$ cat src/rtl/pool_bus_arbiter_pkg.sv
// Shared types and defaults for the pool-unit bus arbiter.
// Holds the FSM state encoding, the owner tag and the grant decode helpers.
package pool_bus_pkg;

  localparam int unsigned POOL_ID_W  = 4;
  localparam int unsigned POOL_LEN_W = 4;

  typedef enum logic [2:0] {
    IDLE    = 3'd0,
    RD_ADDR = 3'd1,
    RD_DATA = 3'd2,
    WR_ADDR = 3'd3,
    WR_DATA = 3'd4,
    ABORT   = 3'd5
  } arb_state_t;

  typedef enum logic {
    RD = 1'b0,
    WR = 1'b1
  } owner_t;

  function automatic logic is_read_state(input arb_state_t s);
    return (s == RD_ADDR) || (s == RD_DATA);
  endfunction

  function automatic logic is_write_state(input arb_state_t s);
    return (s == WR_ADDR) || (s == WR_DATA);
  endfunction

endpackage

$ cat src/rtl/pool_bus_arbiter_if.sv
// Request, bus-handshake and grant signals between the pool bridges and the arbiter.
// The arbiter uses the slave view; whoever drives the bridges and bus uses the master view.
interface pool_bus_arbiter_if
  import pool_bus_pkg::*;
#(
  parameter int unsigned ID_W  = POOL_ID_W,
  parameter int unsigned LEN_W = POOL_LEN_W
);
  logic             rd_req;
  logic [ID_W-1:0]  rd_id;
  logic [LEN_W-1:0] rd_len;
  logic             wr_req;
  logic [ID_W-1:0]  wr_id;
  logic [LEN_W-1:0] wr_len;
  logic             arready;
  logic             rvalid;
  logic             rlast;
  logic [ID_W-1:0]  rid;
  logic             awready;
  logic             wready;
  logic             wuser_last;
  logic [ID_W-1:0]  wuser_id;
  logic             err_clr;
  logic             link_read;
  logic             link_write;
  logic             busy;
  logic             timeout_err;
  logic             err_flag;

  modport slave (
    input  rd_req, rd_id, rd_len, wr_req, wr_id, wr_len,
    input  arready, rvalid, rlast, rid,
    input  awready, wready, wuser_last, wuser_id, err_clr,
    output link_read, link_write, busy, timeout_err, err_flag
  );

  modport master (
    output rd_req, rd_id, rd_len, wr_req, wr_id, wr_len,
    output arready, rvalid, rlast, rid,
    output awready, wready, wuser_last, wuser_id, err_clr,
    input  link_read, link_write, busy, timeout_err, err_flag
  );
endinterface

$ cat src/rtl/pool_bus_arbiter_watchdog.sv
// Stall watchdog: counts cycles without progress while a transfer owns the bus.
// expire is raised on the TIMEOUT_CYC-th consecutive stalled cycle; a kick in that cycle wins.
module pool_arb_watchdog #(
  parameter int unsigned TIMEOUT_CYC = 255
) (
  input  logic clk,
  input  logic rst_n,
  input  logic run,
  input  logic kick,
  output logic expire
);

  localparam logic [15:0] LIMIT = 16'(TIMEOUT_CYC - 32'd1);

  logic [15:0] cnt_q;
  logic [15:0] cnt_d;

  // Expiry decode and next stall count.
  always_comb begin
    expire = run && !kick && (cnt_q == LIMIT);
    if (!run || kick || expire) begin
      cnt_d = 16'd0;
    end else begin
      cnt_d = cnt_q + 16'd1;
    end
  end

  // Stall counter register.
  always_ff @(posedge clk or negedge rst_n) begin
    if (!rst_n) begin
      cnt_q <= 16'd0;
    end else begin
      cnt_q <= cnt_d;
    end
  end

endmodule

$ cat src/rtl/pool_bus_arbiter.sv
// Round-robin owner of the shared pool-unit bus: grants the read or write bridge
// from its address handshake to its last data beat, with a watchdog abort on stalls.
module pool_bus_arbiter
  import pool_bus_pkg::*;
#(
  parameter int unsigned ID_W        = POOL_ID_W,
  parameter int unsigned LEN_W       = POOL_LEN_W,
  parameter int unsigned TIMEOUT_CYC = 255
) (
  input  logic              clk,
  input  logic              rst_n,
  pool_bus_arbiter_if.slave bus
);

  arb_state_t       state_q, state_d;
  owner_t           owner_q, owner_d;
  logic [ID_W-1:0]  id_q, id_d;
  logic [LEN_W-1:0] len_q, len_d;
  logic [LEN_W-1:0] beat_q, beat_d;
  logic             link_read_q, link_read_d;
  logic             link_write_q, link_write_d;
  logic             busy_q, busy_d;
  logic             timeout_err_q, timeout_err_d;
  logic             err_flag_q, err_flag_d;

  logic rd_beat_s;
  logic wr_beat_s;
  logic run_s;
  logic kick_s;
  logic expire_s;

  // Progress qualification: only beats tagged with the owner's id count.
  always_comb begin
    rd_beat_s = bus.rvalid && (bus.rid == id_q);
    wr_beat_s = bus.wready && (bus.wuser_id == id_q);
    run_s     = (state_q != IDLE) && (state_q != ABORT);
    kick_s    = ((state_q == RD_ADDR) && bus.rd_req && bus.arready) ||
                ((state_q == RD_DATA) && rd_beat_s) ||
                ((state_q == WR_ADDR) && bus.wr_req && bus.awready) ||
                ((state_q == WR_DATA) && wr_beat_s);
  end

  pool_arb_watchdog #(
    .TIMEOUT_CYC (TIMEOUT_CYC)
  ) u_watchdog (
    .clk    (clk),
    .rst_n  (rst_n),
    .run    (run_s),
    .kick   (kick_s),
    .expire (expire_s)
  );

  // Next-state, ownership history and burst bookkeeping.
  always_comb begin
    state_d = state_q;
    owner_d = owner_q;
    id_d    = id_q;
    len_d   = len_q;
    beat_d  = beat_q;
    case (state_q)
      IDLE: begin
        // A tie goes to the side that did not own the bus last.
        if (bus.rd_req && (!bus.wr_req || (owner_q == WR))) begin
          state_d = RD_ADDR;
          id_d    = bus.rd_id;
          len_d   = bus.rd_len;
        end else if (bus.wr_req) begin
          state_d = WR_ADDR;
          id_d    = bus.wr_id;
          len_d   = bus.wr_len;
        end else begin
          state_d = IDLE;
        end
      end
      RD_ADDR: begin
        if (!bus.rd_req) begin
          state_d = IDLE;
        end else if (bus.arready) begin
          state_d = RD_DATA;
          beat_d  = '0;
        end else if (expire_s) begin
          state_d = ABORT;
          owner_d = RD;
        end else begin
          state_d = RD_ADDR;
        end
      end
      RD_DATA: begin
        if (rd_beat_s) begin
          if (bus.rlast || (beat_q == len_q)) begin
            state_d = IDLE;
            owner_d = RD;
          end else begin
            beat_d = beat_q + LEN_W'(1'b1);
          end
        end else if (expire_s) begin
          state_d = ABORT;
          owner_d = RD;
        end else begin
          state_d = RD_DATA;
        end
      end
      WR_ADDR: begin
        if (!bus.wr_req) begin
          state_d = IDLE;
        end else if (bus.awready) begin
          state_d = WR_DATA;
          beat_d  = '0;
        end else if (expire_s) begin
          state_d = ABORT;
          owner_d = WR;
        end else begin
          state_d = WR_ADDR;
        end
      end
      WR_DATA: begin
        if (wr_beat_s) begin
          if (bus.wuser_last || (beat_q == len_q)) begin
            state_d = IDLE;
            owner_d = WR;
          end else begin
            beat_d = beat_q + LEN_W'(1'b1);
          end
        end else if (expire_s) begin
          state_d = ABORT;
          owner_d = WR;
        end else begin
          state_d = WR_DATA;
        end
      end
      ABORT: begin
        state_d = IDLE;
      end
      default: begin
        state_d = IDLE;
      end
    endcase
  end

  // Outputs are decoded from the next state so grants switch on the same edge as the FSM.
  always_comb begin
    link_read_d   = is_read_state(state_d);
    link_write_d  = is_write_state(state_d);
    busy_d        = link_read_d | link_write_d;
    timeout_err_d = (state_d == ABORT);
    if (state_d == ABORT) begin
      err_flag_d = 1'b1;
    end else if (bus.err_clr) begin
      err_flag_d = 1'b0;
    end else begin
      err_flag_d = err_flag_q;
    end
  end

  // State and registered output flops.
  always_ff @(posedge clk or negedge rst_n) begin
    if (!rst_n) begin
      state_q       <= IDLE;
      owner_q       <= WR;
      id_q          <= '0;
      len_q         <= '0;
      beat_q        <= '0;
      link_read_q   <= 1'b0;
      link_write_q  <= 1'b0;
      busy_q        <= 1'b0;
      timeout_err_q <= 1'b0;
      err_flag_q    <= 1'b0;
    end else begin
      state_q       <= state_d;
      owner_q       <= owner_d;
      id_q          <= id_d;
      len_q         <= len_d;
      beat_q        <= beat_d;
      link_read_q   <= link_read_d;
      link_write_q  <= link_write_d;
      busy_q        <= busy_d;
      timeout_err_q <= timeout_err_d;
      err_flag_q    <= err_flag_d;
    end
  end

  assign bus.link_read   = link_read_q;
  assign bus.link_write  = link_write_q;
  assign bus.busy        = busy_q;
  assign bus.timeout_err = timeout_err_q;
  assign bus.err_flag    = err_flag_q;

endmodule

$ cat src/flat_wrapper.sv
// flat-port wrapper written by rule: the top's interface ports become plain ports
module pool_bus_arbiter_flat import pool_bus_pkg::*;
#(
  parameter int unsigned ID_W        = POOL_ID_W,
  parameter int unsigned LEN_W       = POOL_LEN_W,
  parameter int unsigned TIMEOUT_CYC = 255
)
  (clk, rst_n, bus_rd_req, bus_rd_id, bus_rd_len, bus_wr_req, bus_wr_id, bus_wr_len, bus_arready, bus_rvalid, bus_rlast, bus_rid, bus_awready, bus_wready, bus_wuser_last, bus_wuser_id, bus_err_clr, bus_link_read, bus_link_write, bus_busy, bus_timeout_err, bus_err_flag);
  pool_bus_arbiter_if #(.ID_W(ID_W), .LEN_W(LEN_W)) bus_i ();
  input  logic clk;
  input  logic rst_n;
  input wire logic [$bits(bus_i.rd_req)-1:0] bus_rd_req;
  input wire logic [$bits(bus_i.rd_id)-1:0] bus_rd_id;
  input wire logic [$bits(bus_i.rd_len)-1:0] bus_rd_len;
  input wire logic [$bits(bus_i.wr_req)-1:0] bus_wr_req;
  input wire logic [$bits(bus_i.wr_id)-1:0] bus_wr_id;
  input wire logic [$bits(bus_i.wr_len)-1:0] bus_wr_len;
  input wire logic [$bits(bus_i.arready)-1:0] bus_arready;
  input wire logic [$bits(bus_i.rvalid)-1:0] bus_rvalid;
  input wire logic [$bits(bus_i.rlast)-1:0] bus_rlast;
  input wire logic [$bits(bus_i.rid)-1:0] bus_rid;
  input wire logic [$bits(bus_i.awready)-1:0] bus_awready;
  input wire logic [$bits(bus_i.wready)-1:0] bus_wready;
  input wire logic [$bits(bus_i.wuser_last)-1:0] bus_wuser_last;
  input wire logic [$bits(bus_i.wuser_id)-1:0] bus_wuser_id;
  input wire logic [$bits(bus_i.err_clr)-1:0] bus_err_clr;
  output wire logic [$bits(bus_i.link_read)-1:0] bus_link_read;
  output wire logic [$bits(bus_i.link_write)-1:0] bus_link_write;
  output wire logic [$bits(bus_i.busy)-1:0] bus_busy;
  output wire logic [$bits(bus_i.timeout_err)-1:0] bus_timeout_err;
  output wire logic [$bits(bus_i.err_flag)-1:0] bus_err_flag;
  assign bus_i.rd_req = bus_rd_req;
  assign bus_i.rd_id = bus_rd_id;
  assign bus_i.rd_len = bus_rd_len;
  assign bus_i.wr_req = bus_wr_req;
  assign bus_i.wr_id = bus_wr_id;
  assign bus_i.wr_len = bus_wr_len;
  assign bus_i.arready = bus_arready;
  assign bus_i.rvalid = bus_rvalid;
  assign bus_i.rlast = bus_rlast;
  assign bus_i.rid = bus_rid;
  assign bus_i.awready = bus_awready;
  assign bus_i.wready = bus_wready;
  assign bus_i.wuser_last = bus_wuser_last;
  assign bus_i.wuser_id = bus_wuser_id;
  assign bus_i.err_clr = bus_err_clr;
  assign bus_link_read = bus_i.link_read;
  assign bus_link_write = bus_i.link_write;
  assign bus_busy = bus_i.busy;
  assign bus_timeout_err = bus_i.timeout_err;
  assign bus_err_flag = bus_i.err_flag;
  pool_bus_arbiter #(.ID_W(ID_W), .LEN_W(LEN_W), .TIMEOUT_CYC(TIMEOUT_CYC)) u_core (.clk(clk), .rst_n(rst_n), .bus(bus_i));
endmodule
$ cat config.mk
export PLATFORM = sky130hd
export DESIGN_NAME = pool_bus_arbiter_flat
export DESIGN_NICKNAME = d
export VERILOG_FILES = /design/src/rtl/pool_bus_arbiter_pkg.sv /design/src/rtl/pool_bus_arbiter_if.sv /design/src/rtl/pool_bus_arbiter_watchdog.sv /design/src/rtl/pool_bus_arbiter.sv /design/src/flat_wrapper.sv
export SDC_FILE = /design/constraint.sdc
export NUM_CORES = 1
export LEC_CHECK = 0
export CAP_MARGIN = 5
export CORE_AREA = 3 3 71 73
export CTS_CLUSTER_SIZE = 10
export DETAILED_ROUTE_END_ITERATION = 8
export DIE_AREA = 0 0 74 76
export PLACE_DENSITY = 0.75
export SYNTH_ARGS = -nofsm -noshare
export SYNTH_HDL_FRONTEND = slang
export SYNTH_HIERARCHICAL = 1
export SYNTH_SLANG_ARGS = --single-unit
$ cat constraint.sdc
create_clock -name clk -period 2.9 [get_ports clk]
set_clock_uncertainty 0.05 [all_clocks]
set_input_delay 0.58 -clock clk [delete_from_list [all_inputs] [get_ports clk]]
set_output_delay 0.58 -clock clk [all_outputs]
set_load 0.02 [all_outputs]
; ---- Word-level counts from Yosys, hierarchy flattened
; Index checks and enable logic that the tools add are counted.
; W data, S select, Z words.
[op_classes]
add_sub_neg = 2
n_eq_ne = 26
n_mux = 42
n_bitwise = 1
reduce_logical = 33
[ops]
columns = op, count
row1 = $mux W4, 12
row2 = $mux W3, 12
row3 = $add A16 B1 Y16 const B, 1
row4 = $eq A16 B8 Y1 const B, 1
row5 = $mux W16, 1
row6 = $ne A2 B2 Y1 const B, 8
row7 = $pmux W4 S4, 1
row8 = $pmux W3 S5, 1
row9 = $mux W1, 13
row10 = $eq A3 B2 Y1 const B, 4
row11 = $eq A4 B4 Y1, 3
row12 = $logic_and A1 B1 Y1, 12
row13 = $logic_or A1 B1 Y1, 10
row14 = $eq A3 B3 Y1 const B, 3
row15 = $ne A3 B3 Y1 const B, 3
row16 = $reduce_and A9 Y1, 1
row17 = $reduce_and A7 Y1, 1
row18 = $eq A3 B1 Y1 const B, 2
row19 = $add A4 B1 Y4 const B, 1
row20 = $ne A2 B1 Y1 const B, 2
row21 = $pmux W1 S4, 1
row22 = $reduce_bool A2 Y1, 2
row23 = $reduce_bool A4 Y1, 1
row24 = $logic_not A1 Y1, 3
row25 = 5 further kinds, 5
[totals]
ff_bits = 37
input_bits = 35
output_inout_bits = 5

; ---- Longest topological paths before layout
[depth]
word_depth = 16
ltp_mapped = 12
depth_no_buf = 11

; ---- Hierarchy
; The synthesis kept the hierarchy.
[by_module_without_submodules]
columns = module, instances, cells_each, area_each_um2, seq_area_each_um2
row1 = pool_bus_arbiter, 1, 156, 1405.1, 526.8
row2 = pool_arb_watchdog, 1, 81, 838.3, 400.4

; ---- Worst setup path before layout
; No wires, ideal clock.
[synth_path]
kind = input -> register
start = input port bus_rid[3]
end = register u_core.busy_q, in the netlist u_core/bus.busy
t_arrival_ps = 2276
path_slack_ps = 450
stages = 10
cell_sequence = xnor2_1 > and3_1 > nand3_1 > nand2_1 > nor3b_1 > inv_1 > o311ai_1 > o211ai_4 > or2_2 > mux2_2
[synth_between]
elab_chain_len = 16
word_cells_on_any_way = 27
cone_classes = eq/ne: 5 / mux: 11 / bitwise: 1 / reduce/logical: 10
[synth_lines]
columns = element, line
row1 = from (decl), flat_wrapper.sv:21  ; input wire logic [$bits(bus_i.rid)-1:0] bus_rid;
row2 = $eq A4 B4 Y1 *, pool_bus_arbiter.sv:34  ; rd_beat_s = bus.rvalid && (bus.rid == id_q);
row3 = $logic_and A1 B1 Y1 *, pool_bus_arbiter.sv:34
row4 = $logic_and A1 B1 Y1 *, pool_bus_arbiter.sv:38  ; ((state_q == RD_DATA) && rd_beat_s) ||
row5 = $logic_or A1 B1 Y1 *, pool_bus_arbiter.sv:37  ; kick_s = ((state_q == RD_ADDR) && bus.rd_req && bus.arready) ||
row6 = $logic_or A1 B1 Y1 *, pool_bus_arbiter.sv:38
row7 = $logic_or A1 B1 Y1 *, pool_bus_arbiter.sv:39  ; ((state_q == WR_ADDR) && bus.wr_req && bus.awready) ||
row8 = net u_core.kick_s, pool_bus_arbiter.sv:29  ; logic kick_s;
row9 = $logic_not A1 Y1 *, pool_bus_arbiter_watchdog.sv:20  ; expire = run && !kick && (cnt_q == LIMIT);
row10 = [... 2 more ...], n/a
row11 = net u_core.expire_s, pool_bus_arbiter.sv:30  ; logic expire_s;
row12 = [... 1 more ...], n/a
row13 = $mux W3, pool_bus_arbiter.sv:106  ; end else if (bus.awready) begin
row14 = $mux W3, pool_bus_arbiter.sv:104  ; if (!bus.wr_req) begin
row15 = $pmux W3 S5 *, pool_bus_arbiter.sv:60  ; case (state_q)
row16 = net u_core.state_d[1], pool_bus_arbiter.sv:15  ; arb_state_t state_q, state_d;
row17 = "$eq A3 B1 Y1, or another cell as far along", pool_bus_arbiter_pkg.sv:23  ; return (s == RD_ADDR) || (s == RD_DATA);
row18 = "$logic_or A1 B1 Y1, on equally long branches", "pool_bus_arbiter_pkg.sv:23, pool_bus_arbiter_pkg.sv:27"
row19 = $or A1 B1 Y1 *, pool_bus_arbiter.sv:144  ; busy_d = link_read_d | link_write_d;
row20 = net u_core.busy_d, pool_bus_arbiter.sv:22  ; logic busy_q, busy_d;
row21 = to (signal assigned), pool_bus_arbiter.sv:176  ; busy_q <= busy_d;
row22 = to (decl), pool_bus_arbiter.sv:22
; Mark *: on every way through the listed nets, which the timed path passes. The rest lies on a longest branch.
; A chain may end at the register's enable or synchronous reset.

; ---- Worst setup path after layout
[layout_path]
start = input port bus_wuser_id[2]
end = register u_core.busy_q, in the netlist u_core/bus.busy
[layout_between]
elab_chain_len = 14
word_cells_on_any_way = 25
cone_classes = eq/ne: 5 / mux: 11 / bitwise: 1 / reduce/logical: 8
[layout_lines]
columns = element, line
row1 = from (decl), flat_wrapper.sv:25  ; input wire logic [$bits(bus_i.wuser_id)-1:0] bus_wuser_id;
row2 = $eq A4 B4 Y1 *, pool_bus_arbiter.sv:35  ; wr_beat_s = bus.wready && (bus.wuser_id == id_q);
row3 = $logic_and A1 B1 Y1 *, pool_bus_arbiter.sv:35
row4 = $logic_and A1 B1 Y1 *, pool_bus_arbiter.sv:40  ; ((state_q == WR_DATA) && wr_beat_s);
row5 = $logic_or A1 B1 Y1 *, pool_bus_arbiter.sv:39
row6 = net u_core.kick_s, pool_bus_arbiter.sv:29
row7 = $logic_not A1 Y1 *, pool_bus_arbiter_watchdog.sv:20
row8 = $logic_and A1 B1 Y1 * (2 in series), pool_bus_arbiter_watchdog.sv:20
row9 = net u_core.expire_s, pool_bus_arbiter.sv:30
row10 = $mux W3, pool_bus_arbiter.sv:109  ; end else if (expire_s) begin
row11 = $mux W3, pool_bus_arbiter.sv:106
row12 = $mux W3, pool_bus_arbiter.sv:104
row13 = $pmux W3 S5 *, pool_bus_arbiter.sv:60
row14 = net u_core.state_d[1], pool_bus_arbiter.sv:15
row15 = "$eq A3 B1 Y1, or another cell as far along", pool_bus_arbiter_pkg.sv:23
row16 = "$logic_or A1 B1 Y1, on equally long branches", "pool_bus_arbiter_pkg.sv:23, pool_bus_arbiter_pkg.sv:27"
row17 = $or A1 B1 Y1 *, pool_bus_arbiter.sv:144
row18 = net u_core.busy_d, pool_bus_arbiter.sv:22
; Marks and branches as above.

==> flow_summary_export.csv <==
group,metric,value,unit
cts,post_cts_resized,0,
grt,grt_usage,0.189,
power_and_ir_drop,p_per_area,765,mW/mm^2
cts,clk_latency,0.28,ns
critical_path,worstSetupEndpointType,"register",
final_layout,antenna_cells,0,
drt,via_count,1902,
critical_path,critPathKind,"in -> reg",
job,maxCapViolations,0,
drt,drtAntennaViolNets,0,
critical_path,path_cells,"clkdlybuf4s50_1, xnor2_1, nand3_1, nor3_1, nor2_1, nand2_1, nor3b_1, inv_1, o311ai_1, o211ai_4, or2_2, mux2_2",
place,place_area,0.00276,mm^2
critical_path,slowest_delay,0.42,ns
drt,wl,4.84,mm
final_layout,syn_to_final_growth,27.7,%
sta,finalHoldViolations,0,
drt,wl_per_cell,14.1,um
synth,ys.flop_type,"dfrtp_1",
die,dieArea,0.00562,mm^2
cts,clk_path_buf_depth,2,
run_status,status,"complete, no violations",
sta,finalMaxSlewViolations,0,
sta,rsz0062_at_grt,"false",
grt,grt-ovfl-total,0,
place,io_buffers,39,
grt,grt_pass1_vias,1792,
synth,async_reset_ff_frac,1.00,
sta,setup_viol,0,
sta,layout_min_cycle_time,2.76,ns
critical_path,crit_arrival,2.89,ns
sta,timing.fmax,0.362,GHz
synth,ys_ff_latch,37,
grt,grt_pass1_wl,8.28,mm
drt,vias_per_cell,5.53,
sta,relSlewSlack,0.476,
sta,tightest_slew,0.787,ns
drt,drt-pass1-iter-count,4,
final_layout,final_common_cell,"clkdlybuf4s50_1",
critical_path,slowest_stage,"clkdlybuf4s50_1",
drt,drc,0,
cts,ctsHoldBuffers,0,
synth,synth-edff-count,0,
final_layout,nNetsFinal,329,
die,rows,24,
critical_path,required,3.02,ns
power_and_ir_drop,irDropWorstVdd,0.410,mV
grt,grt_max_degree,38,
die,die_x,74,um
place,gp_congestion,0.916,
critical_path,path_buf_inv,2,
die,start_util,0.508,
cts,h-tree-depth,2,
die,coreArea,0.00441,mm^2
sta,setup_tns,0,ns
cts,cts.sinks,37,
cts,clkTransAtPathRegs,0.07,ns
final_layout,postLayoutCoreUtil,0.649,
synth,syn-mean-instance-area,9.47,um^2
final_layout,finalInstanceArea,0.00287,mm^2
die,die_h,76,um
sta,holdWs,0.324,ns
critical_path,cpLargestDelayFamily,"simple AND/OR/NAND/NOR gates",
cts,cts_tree,"built",
synth,ys_seq_area_frac,0.413,
synth,syn-instance-count,237,
grt,antenna_found_initial,0,
final_layout,final_cell_mix,"38 x clkdlybuf4s50_1, 36 x dfrtp_1, 35 x nor2_1, 19 x xnor2_1, 15 x a21oi_1",
cts,cts_root_buffer,"clkbuf_8",
drt,dr.first_iter.drc_count,96,
synth,yosysWarnings,6,
critical_path,worst_setup_path_start_kind,"primary input",
power_and_ir_drop,p_leak,1.20,nW
synth,syn_nets,275,
hold_path,hold_class,"in -> async",
cts,numCtsBuffers,5,
cts,post_cts.repair.setup_buffers,0,
synth,netlist_area,0.00224,mm^2
synth,ys_types,54,
die,pin_count,40,
sta,min_period_over_period,0.953,
critical_path,crit_fanout,4,
place,hpwl,3.87,mm
final_layout,layout-drive-gt1-share,0.144,
==> final cells by class <==
cell class                      instances  area, um^2
Clock buffer                            7        96.3
Clock inverter                          1        5.00
Tap cell                               52        65.1
Fill cell                             394        1550
Sequential cell                        37         927
Multi-Input combinational cell        186        1250
Timing Repair Buffer                   52         483
Inverter                                9        33.8
==> layer usage <==
layer / GRT usage / part of all wire / up-vias
li1: - / - / 948
met1: 0.268 / 0.47 / 902
met2: 0.285 / 0.47 / 45
met3: 0.0396 / 0.042 / 7
met4: 0.0598 / 0.014 / 0
met5: 0 / 0 / -
==> worst paths after layout <==
kind / from / to / slack, ns / depth (start not counted)
setup / recovery: bus_wuser_id[2] / u_core/bus.busy / 0.14 / 12
hold / removal: rst_n / u_core/u_watchdog/cnt_q[10] / 0.32 / 1
setup reg to reg: u_core/u_watchdog/cnt_q[0] / u_core/bus.busy / 0.23 / 10
hold reg to reg: u_core/owner_q / u_core/owner_q / 0.47 / 1
max in group asynchronous: rst_n / u_core/id_q[3] / 1.98 / 1
min in group clk: u_core/owner_q / u_core/owner_q / 0.47 / 1
==> flip-flops by register name, indices dropped and copies added, names as in the netlist <==
signal,flops
u_core/bus.timeout_err,1
u_core/bus.link_read,1
u_core/bus.busy,1
u_core/u_watchdog/cnt_q,16
u_core/len_q,4
u_core/beat_q,4
u_core/state_q,3
u_core/id_q,4
u_core/bus.err_flag,1
u_core/owner_q,1
u_core/bus.link_write,1
==> power by group <==
part | switching (mW) | internal, mW
clock | 0.170 | 0.215
sequential | 0.148 | 0.650
combinational | 0.545 | 0.464
==> logic make-up (layout without fill, tap and decap cells) <==
kind of cell | after synthesis | count (layout) | synth area share
buffers and inverters | 14 | 69 | 0.0273
multiplexers | 11 | 11 | 0.0502
XOR/XNOR | 28 | 28 | 0.109
AO/OA/AOI/OAI | 38 | 38 | 0.119
AND/OR/NAND/NOR | 106 | 106 | 0.264
adder cells (fa/ha/maj) | 3 | 3 | 0.0167
flip-flops | 37 | 37 | 0.413
==> Yosys cell counts (2+ instances only) <==
library cell  instances  area share
a31o_2                2      0.0078
nor4_1                4       0.011
and3_1                4       0.011
nand2_1              13       0.022
clkbuf_1              3      0.0050
nor2_2                3      0.0084
nand3b_1              2      0.0067
ha_1                  3       0.017
a21oi_1              15       0.033
or3_1                 2      0.0056
inv_1                 9       0.015
mux2i_1               9       0.040
nor3_1                5       0.011
nand4_1               8       0.022
and2_1                3      0.0084
o21ai_0               5       0.011
nor2_1               35       0.059
nor3b_1               2      0.0067
nand2b_1              2      0.0056
o211ai_1              2      0.0067
mux2_2                2       0.010
nand3_1               7       0.016
o21a_1                2      0.0067
xor2_1                9       0.035
dfrtp_1              36        0.40
xnor2_1              19       0.074
nor4_2                2       0.011
nor2b_1               3      0.0084
==> per-stage QoR <==
step                      worst slack, ns  instances  power [mW]
after global placement            -0.0694        336        1.79
after CTS                           0.157        344        2.22
after global routing               0.0175        344        2.37
after detailed placement           -0.154        336        1.82
final                               0.137        344        2.19
after floorplan                     0.450        237        1.50
Note: power is estimated with default switching activity, not from simulation.
